--- config.mk ---
export PLATFORM = sky130hd
export DESIGN_NAME = bot_update_hub
export DESIGN_NICKNAME = d
export VERILOG_FILES = /design/src/rtl/bot_update_hub.sv
export SDC_FILE = /design/constraint.sdc
export NUM_CORES = 1
export LEC_CHECK = 0
export CORE_ASPECT_RATIO = 2
export CORE_MARGIN = 2
export CORE_UTILIZATION = 49
export DETAILED_ROUTE_END_ITERATION = 10
export DONT_BUFFER_PORTS = 1
export HOLD_SLACK_MARGIN = 0.15
export PLACE_DENSITY = 0.69
export SYNTH_ARGS = -nofsm -noshare
export SYNTH_HDL_FRONTEND = slang
export SYNTH_SLANG_ARGS = --single-unit
export TNS_END_PERCENT = 10
--- constraint.sdc ---
create_clock -name clk -period 2.8 [get_ports clk]
set_input_delay 0.84 -clock clk [delete_from_list [all_inputs] [get_ports clk]]
set_output_delay 0.84 -clock clk [all_outputs]
set_load 0.03 [all_outputs]
--- src/rtl/bot_update_hub.sv ---
// Multi-channel bot-update handshake hub: synchronizes foreign-domain update
// indications, holds per-channel pending flags until acknowledged, tracks misses/timeouts.
module bot_update_hub #(
    parameter int NCH         = 4,
    parameter int SYNC_STAGES = 2,
    parameter int TOGGLE_MODE = 0,
    parameter int CNT_W       = 8,
    parameter int TIMEOUT_CYC = 0,
    localparam int IW         = (NCH > 1) ? $clog2(NCH) : 1
) (
    input  logic                 clk,
    input  logic                 resetn,
    input  logic [NCH-1:0]       upd_async,
    input  logic [NCH-1:0]       ch_en,
    input  logic [NCH-1:0]       int_ack,
    input  logic                 clr_stat,
    output logic [NCH-1:0]       upd_sync,
    output logic                 irq,
    output logic                 first_vld,
    output logic [IW-1:0]        first_idx,
    output logic [NCH*CNT_W-1:0] miss_cnt,
    output logic [NCH-1:0]       timeout_flg
);

    localparam logic [2:0] PRIME_INIT = 3'(SYNC_STAGES + 1);

    logic [NCH-1:0][SYNC_STAGES-1:0] sync_r;
    logic [NCH-1:0]                  hist_r;
    logic [NCH-1:0]                  ev_r;
    logic [2:0]                      prime_r;
    logic [NCH-1:0]                  last_s;
    logic [NCH-1:0]                  raw_ev_s;
    logic [NCH-1:0]                  pend_r;
    logic [NCH-1:0]                  pend_nxt_s;
    logic [NCH-1:0]                  inc_s;
    logic [NCH-1:0][CNT_W-1:0]       miss_r;
    logic [IW-1:0]                   idx_s;

    // Raw edge detection on the last synchronizer stage against the history flop
    always_comb begin
        last_s   = '0;
        raw_ev_s = '0;
        for (int i = 0; i < NCH; i++) begin
            last_s[i] = sync_r[i][SYNC_STAGES-1];
        end
        if (TOGGLE_MODE != 0) begin
            raw_ev_s = last_s ^ hist_r;
        end else begin
            raw_ev_s = last_s & ~hist_r;
        end
    end

    // Synchronizer chains, history flops and registered event; events masked while priming
    always_ff @(posedge clk or negedge resetn) begin
        if (!resetn) begin
            sync_r  <= '0;
            hist_r  <= '0;
            ev_r    <= '0;
            prime_r <= PRIME_INIT;
        end else begin
            for (int i = 0; i < NCH; i++) begin
                sync_r[i] <= {sync_r[i][SYNC_STAGES-2:0], upd_async[i]};
            end
            hist_r <= last_s;
            ev_r   <= (prime_r == 3'd0) ? raw_ev_s : '0;
            if (prime_r != 3'd0) begin
                prime_r <= prime_r - 3'd1;
            end
        end
    end

    // Pending-flag priority resolution and miss detection
    always_comb begin
        pend_nxt_s = pend_r;
        inc_s      = '0;
        for (int i = 0; i < NCH; i++) begin
            if (!ch_en[i]) begin
                pend_nxt_s[i] = 1'b0;
            end else if (ev_r[i] && int_ack[i]) begin
                pend_nxt_s[i] = 1'b1;
            end else if (int_ack[i]) begin
                pend_nxt_s[i] = 1'b0;
            end else if (ev_r[i] && pend_r[i]) begin
                inc_s[i] = 1'b1;
            end else if (ev_r[i]) begin
                pend_nxt_s[i] = 1'b1;
            end else begin
                pend_nxt_s[i] = pend_r[i];
            end
        end
    end

    // Pending flags and saturating miss counters; clr_stat beats an increment
    always_ff @(posedge clk or negedge resetn) begin
        if (!resetn) begin
            pend_r <= '0;
            miss_r <= '0;
        end else begin
            pend_r <= pend_nxt_s;
            for (int i = 0; i < NCH; i++) begin
                if (clr_stat) begin
                    miss_r[i] <= '0;
                end else if (inc_s[i] && (miss_r[i] != {CNT_W{1'b1}})) begin
                    miss_r[i] <= miss_r[i] + CNT_W'(1);
                end
            end
        end
    end

    generate
        if (TIMEOUT_CYC > 0) begin : g_to
            localparam int AW = $clog2(TIMEOUT_CYC + 1);
            logic [NCH-1:0][AW-1:0] age_r;
            logic [NCH-1:0]         hit_s;
            logic [NCH-1:0]         tflg_r;

            // A channel times out on the edge its age reaches the limit while still pending
            always_comb begin
                hit_s = '0;
                for (int i = 0; i < NCH; i++) begin
                    if (pend_r[i] && pend_nxt_s[i] && (age_r[i] == AW'(TIMEOUT_CYC - 1))) begin
                        hit_s[i] = 1'b1;
                    end else begin
                        hit_s[i] = 1'b0;
                    end
                end
            end

            // Age counters run only across continuous pending; flags are sticky until clr_stat
            always_ff @(posedge clk or negedge resetn) begin
                if (!resetn) begin
                    age_r  <= '0;
                    tflg_r <= '0;
                end else begin
                    for (int i = 0; i < NCH; i++) begin
                        if (pend_r[i] && pend_nxt_s[i]) begin
                            if (age_r[i] != AW'(TIMEOUT_CYC)) begin
                                age_r[i] <= age_r[i] + AW'(1);
                            end
                        end else begin
                            age_r[i] <= '0;
                        end
                    end
                    tflg_r <= clr_stat ? '0 : (tflg_r | hit_s);
                end
            end

            assign timeout_flg = tflg_r;
        end else begin : g_no_to
            assign timeout_flg = '0;
        end
    endgenerate

    // Lowest-index pending channel wins dispatch
    always_comb begin
        idx_s = '0;
        for (int i = NCH - 1; i >= 0; i--) begin
            if (pend_r[i]) begin
                idx_s = IW'(i);
            end else begin
                idx_s = idx_s;
            end
        end
    end

    assign upd_sync  = pend_r;
    assign irq       = |pend_r;
    assign first_vld = |pend_r;
    assign first_idx = idx_s;
    assign miss_cnt  = miss_r;

endmodule

==> flow_summary.toml, run 1 <==
[global_route]
grt_remaining_overflow = 0
grt_usage_pct = 17.2
grt_pass1_wl_um = 8080
grt_antenna_before_repair = 0
grt_max_degree = 56
first_global_vias = 1677

[timing]
post-route-period-util_pct = 84.3
drv_slew = 0
fin_setup_tns_ps = 0
rsz0062_at_grt = "no"
clock.fmax_mhz = 423
period_minus_slack_ps = 2360
final-setup-viol-count = 0
maxSlewHeadroom_pct = 62.7
worst_pin_slew_ps = 559
skew_ps = 8.97
hold_viol = 0

[cts]
cts.clk_slew.worst_paths_ps = 90
cts_buffers = 5
clock_sinks = 55
cts_max_level = 2
cts_tree = "yes"
cts_resized = 0
cts_setup_buffers = 0
cts-root-buf = "clkbuf_8"
clock_latency_ps = 300
clockBufferDepth = 2
ctsHoldBuffers = 0

[cells_and_area]
drive_gt1_share_pct = 12.9
multi_input_area_um2 = 1150
area_delta_synth_final_pct = 4.48
design_area_um2 = 2740
layout.nets = 253
antennaDiodeCount = 0
nFillCells = 436
seq_area_um2 = 1380

[floorplanning]
core_area_um2 = 5140
start_util_pct = 51.1
die_height_um = 108
die-area_um2 = 6000
die_w_um = 55.8
rows = 37
ios = 59

[power]
ir_drop_v = 0.000371
leakage_nw = 1.27
powerDensity_nw_per_um2 = 488

[synthesis]
synth_flop_cell = "dfrtp_1"
seq_area_frac_synth_pct = 52.5
syn_inst = 233
ys_async_sr_fraction_pct = 100
syn_area_per_cell_um2 = 11.3
ys_warn_count = 0
synth_seq_cells = 55
synth_edf_count = 0
synth.cell_area_um2 = 2630
yosysUniqueCellTypes = 54

[place]
place_area_um2 = 2640
gp_congestion = 0.837
port_buffers = 0
place_hpwl_um = 3420

[critical_path]
crit_required_ps = 1960
cp-end-kind = "output port"
worstPathArrival_ps = 1520
critPathMaxFanout = 4
worstSetupPathType = "reg2out"
critPathLaunchType = "flop"

[hold_path]
holdCritPathClass = "in2async"

[route]
vias = 1693
wl_um = 4780
route.detailed.wl_per_inst_um = 16.4
drtIter0Drc = 43
drtAntennaViolNets = 0
drc = 0
vias_per_cell = 5.82
firstDrtPassIters = 4

[flow_run]
max_cap_viol_count = 0

[outcome]
status = "completed"
==> worst max-delay path, cell delays in order (launching register included) <==
cell	delay (ps)
dfrtp_1	560
inv_1	150
a21oi_1	70
nor2_1	440
==> area by class of cell <==
class                   instances  share of cell area, %
well taps                      58                   2.64
repair buffers                  1                  0.274
multi-input cells             161                   42.1
clock buffers                   8                   3.65
flip-flops and latches         55                   50.3
inverters                       8                   1.09
==> cell usage in the layout (no fill, tap or decap), types with 2 or more instances in the layout <==
| master | instances |
|---|---|
| ha_1 | 6 |
| a211oi_1 | 3 |
| nand3_1 | 7 |
| and2_1 | 2 |
| conb_1 | 4 |
| dfstp_2 | 2 |
| and4b_1 | 2 |
| nor2_1 | 33 |
| inv_1 | 8 |
| xor2_1 | 10 |
| nor2b_1 | 6 |
| nand2_1 | 6 |
| a21oi_1 | 11 |
| a31o_2 | 2 |
| o2111ai_1 | 2 |
| dfrtp_1 | 53 |
| nand4_1 | 3 |
| clkbuf_8 | 7 |
| o21a_1 | 5 |
| xnor2_1 | 3 |
| a41o_1 | 2 |
| o211ai_1 | 2 |
| mux2_2 | 2 |
| and3_1 | 5 |
| nor3_1 | 6 |
| nor3b_1 | 4 |
| nand2b_1 | 4 |
| nand4_2 | 2 |
| a311oi_1 | 2 |
| o21ai_0 | 2 |
| a31oi_1 | 2 |
| mux2i_1 | 5 |
==> sequential cells by signal (all words and copies together) (netlist names) <==
signal,cells
last_s,4
upd_sync,4
miss_cnt,32
hist_r,4
prime_r,3
sync_r,4
ev_r,4
==> cells in the mapped netlist, types with 3 or more instances <==
master,instances,share of area (%)
xor2_1,10,3.3
xnor2_1,3,1.0
and3_1,5,1.2
nor2b_1,6,1.4
o21a_1,5,1.4
mux2i_1,5,1.9
nand2b_1,4,0.95
nand4_1,3,0.71
nor3b_1,4,1.1
buf_4,5,1.4
nor3_1,6,1.1
nor2_1,33,4.7
ha_1,6,2.9
clkbuf_1,3,0.43
nand2_1,6,0.86
inv_1,8,1.1
nand3_1,7,1.3
a21oi_1,11,2.1
a211oi_1,3,0.86
dfrtp_1,53,51
==> cell families after synthesis <==
kind of cell / after synthesis / share of synthesized area, %
muxes: 8 / 3.33
DFF: 55 / 52.5
AOI/OAI and AO/OA: 41 / 13.0
other: 1 / 0.143
xor gates and xnor gates: 13 / 4.34
buffers and inverters: 20 / 3.95
adders and majority gates: 6 / 2.86
and+or+nand+nor: 89 / 19.9
==> per-layer routing <==
metal | GRT usage, % | part of all wire (%) | vias up
met3 | 5.41 | 6.2 | 6
met2 | 29.3 | 53 | 51
met5 | 0 | 0 | -
met1 | 19.3 | 39 | 830
met4 | 8.19 | 1.7 | 0
li1 | - | - | 806
==> power by group <==
group / internal (W) / switching, W
logic: 0.0000130 / 0.0000288
registers: 0.000809 / 0.0000186
clock network: 0.000226 / 0.000244
==> per-stage QoR <==
stage | power (W) | utilization [%] | hold slack, ps | cells | setup WS (ps)
3_5_place_dp | 0.000885 | 51.4 | 335 | 283 | 768
6_report | 0.00134 | 53.4 | 216 | 291 | 438
4_1_cts | 0.00136 | 53.4 | 204 | 291 | 416
2_1_floorplan | 0.000891 | - | 331 | 236 | 625
3_3_place_gp | 0.000884 | 51.4 | 334 | 283 | 777
5_1_grt | 0.00139 | 53.4 | 199 | 291 | 339
==> path summary, 6_finish.rpt <==
| path | to | from | depth (start not counted) | slack, ps |
|---|---|---|---|---|
| max | first_idx[0] | upd_sync[2]$_DFFE_PN0P_ | 3 | 440 |
| min | miss_cnt[29]$_DFFE_PN0P_ | resetn | 0 | 220 |
| max reg2reg | miss_cnt[21]$_DFFE_PN0P_ | miss_cnt[16]$_DFFE_PN0P_ | 5 | 870 |
| min reg2reg | last_s[2]$_DFF_PN0_ | sync_r[4]$_DFF_PN0_ | 0 | 350 |
| max in group asynchronous | prime_r[0]$_DFFE_PN1N_ | resetn | 0 | 2390 |
| min in group clk | last_s[2]$_DFF_PN0_ | sync_r[4]$_DFF_PN0_ | 0 | 350 |
No activity file was read; power rests on OpenSTA's default activity.
==> inputs of run 2 (changes only) <==
Clock period 2.8 ns to 2.22 ns, I/O delays scaled along.
==> flow_summary.toml, run 2 (synthesis results as in run 1) <==
[outcome]
status = "completed"

[critical_path]
worstPathArrival_ps = 1360
worstSetupPathType = "reg2out"
critPathMaxFanout = 5
cp-end-kind = "output port"
crit_required_ps = 1550
rr_worst_depth = 4
critPathLaunchType = "flop"

[timing]
period_minus_slack_ps = 2030
rsz0062_at_grt = "no"
hold_viol = 0
post-route-period-util_pct = 91.4
skew_ps = 2.72
clock.fmax_mhz = 493
final-setup-viol-count = 0
drv_slew = 0
timing.hold.ws_ps = 188
fin_setup_tns_ps = 0

[cells_and_area]
layout_common_cells = "dfrtp_1 (53), nor2_1 (33), buf_4 (14), a21oi_1 (11), xor2_1 (10)"
area_delta_synth_final_pct = 8.81
design_area_um2 = 2860
stdcell_count = 305
final_common_cell = "dfrtp_1"
drive_gt1_share_pct = 18.2
largest_reg_flops = 32
layout.nets = 267
antennaDiodeCount = 0

[place]
dpl.cell_count = 296
port_buffers = 0
place_area_um2 = 2740
gp_congestion = 0.788
place_hpwl_um = 3670

[route]
drtIter0Drc = 40
wl_um = 5040
route.detailed.wl_per_inst_um = 16.5
vias_per_cell = 5.81
firstDrtPassIters = 4
vias = 1771
drc = 0
drtAntennaViolNets = 0

[global_route]
first_global_vias = 1724
grt_max_degree = 54
grt_antenna_before_repair = 0
grt_remaining_overflow = 0
grt_usage_pct = 18.0
grt_pass1_wl_um = 8220

[power]
ir_drop_v = 0.000634
leakage_nw = 1.34
powerDensity_nw_per_um2 = 586

[floorplanning]
die_height_um = 108
core_area_um2 = 5140
die_w_um = 55.8
start_util_pct = 51.1
ios = 59
rows = 37
die-area_um2 = 6000

[cts]
clock_latency_ps = 310
clock_sinks = 55
cts-root-buf = "clkbuf_8"
cts_tree = "yes"
cts.clk_slew.worst_paths_ps = 100
cts_max_level = 2
cts_buffers = 5
clockBufferDepth = 2
cts_resized = 0

[flow_run]
max_cap_viol_count = 0

[hold_path]
holdCritPathClass = "in2async"
-- run 2: area by class of cell --
cell class,instances,area (um2)
well taps,58,72.6
repair buffers,15,133
multi-input cells,161,1150
fillers,459,2280
clock inverters,3,20.0
clock buffers,5,68.8
inverters,8,30.0
flip-flops and latches,55,1380
-- run 2: metrics by stage --
step	utilization (%)	setup WS (ps)	power (W)
detailed placement	53.3	423	0.00113
global route	55.6	53.6	0.00176
floorplan	-	219	0.00112
finish	55.6	190	0.00167
global placement	53.3	467	0.00112
CTS	55.6	159	0.00170
-- run 2: power breakdown --
part	internal (W)	switching [W]	leakage (nW)
Clock	0.000220	0.000326	0.0402
Combinational	0.0000285	0.0000599	0.575
Sequential	0.00102	0.0000188	0.726
Total	0.00127	0.000405	1.34
-- run 2: what timing repair did --
| item | CTS | global route |
|---|---|---|
| hold buffers | 1 | 0 |
| buffers inserted | 0 | 0 |
| hold endpoints to repair | 53 | 0 |
-- run 2: worst paths after layout --
kind                       slack [ps]                       end                    start
max reg2reg                       450  miss_cnt[31]$_DFFE_PN0P_  upd_sync[3]$_DFFE_PN0P_
max in group asynchronous        1790  miss_cnt[15]$_DFFE_PN0P_                   resetn
min in group clk                  360       last_s[1]$_DFF_PN0_      sync_r[2]$_DFF_PN0_
min reg2reg                       360       last_s[1]$_DFF_PN0_      sync_r[2]$_DFF_PN0_
min                               190    prime_r[1]$_DFFE_PN1N_                   resetn
max                               190              first_idx[1]  upd_sync[3]$_DFFE_PN0P_
-- run 2: critical path, stage by stage (launching register included) --
cell and delay, ps:
dfrtp_1 610, nor2_1 110, nor3_1 150, buf_4 190
-- run 2: metal layers --
| layer | global-route usage, % | wire length (um) |
|---|---|---|
| met4 | 7.67 | 104 |
| met3 | 6.37 | 279 |
| met1 | 19.4 | 1890 |
| met2 | 31.5 | 2760 |
| met5 | 0 | 0 |
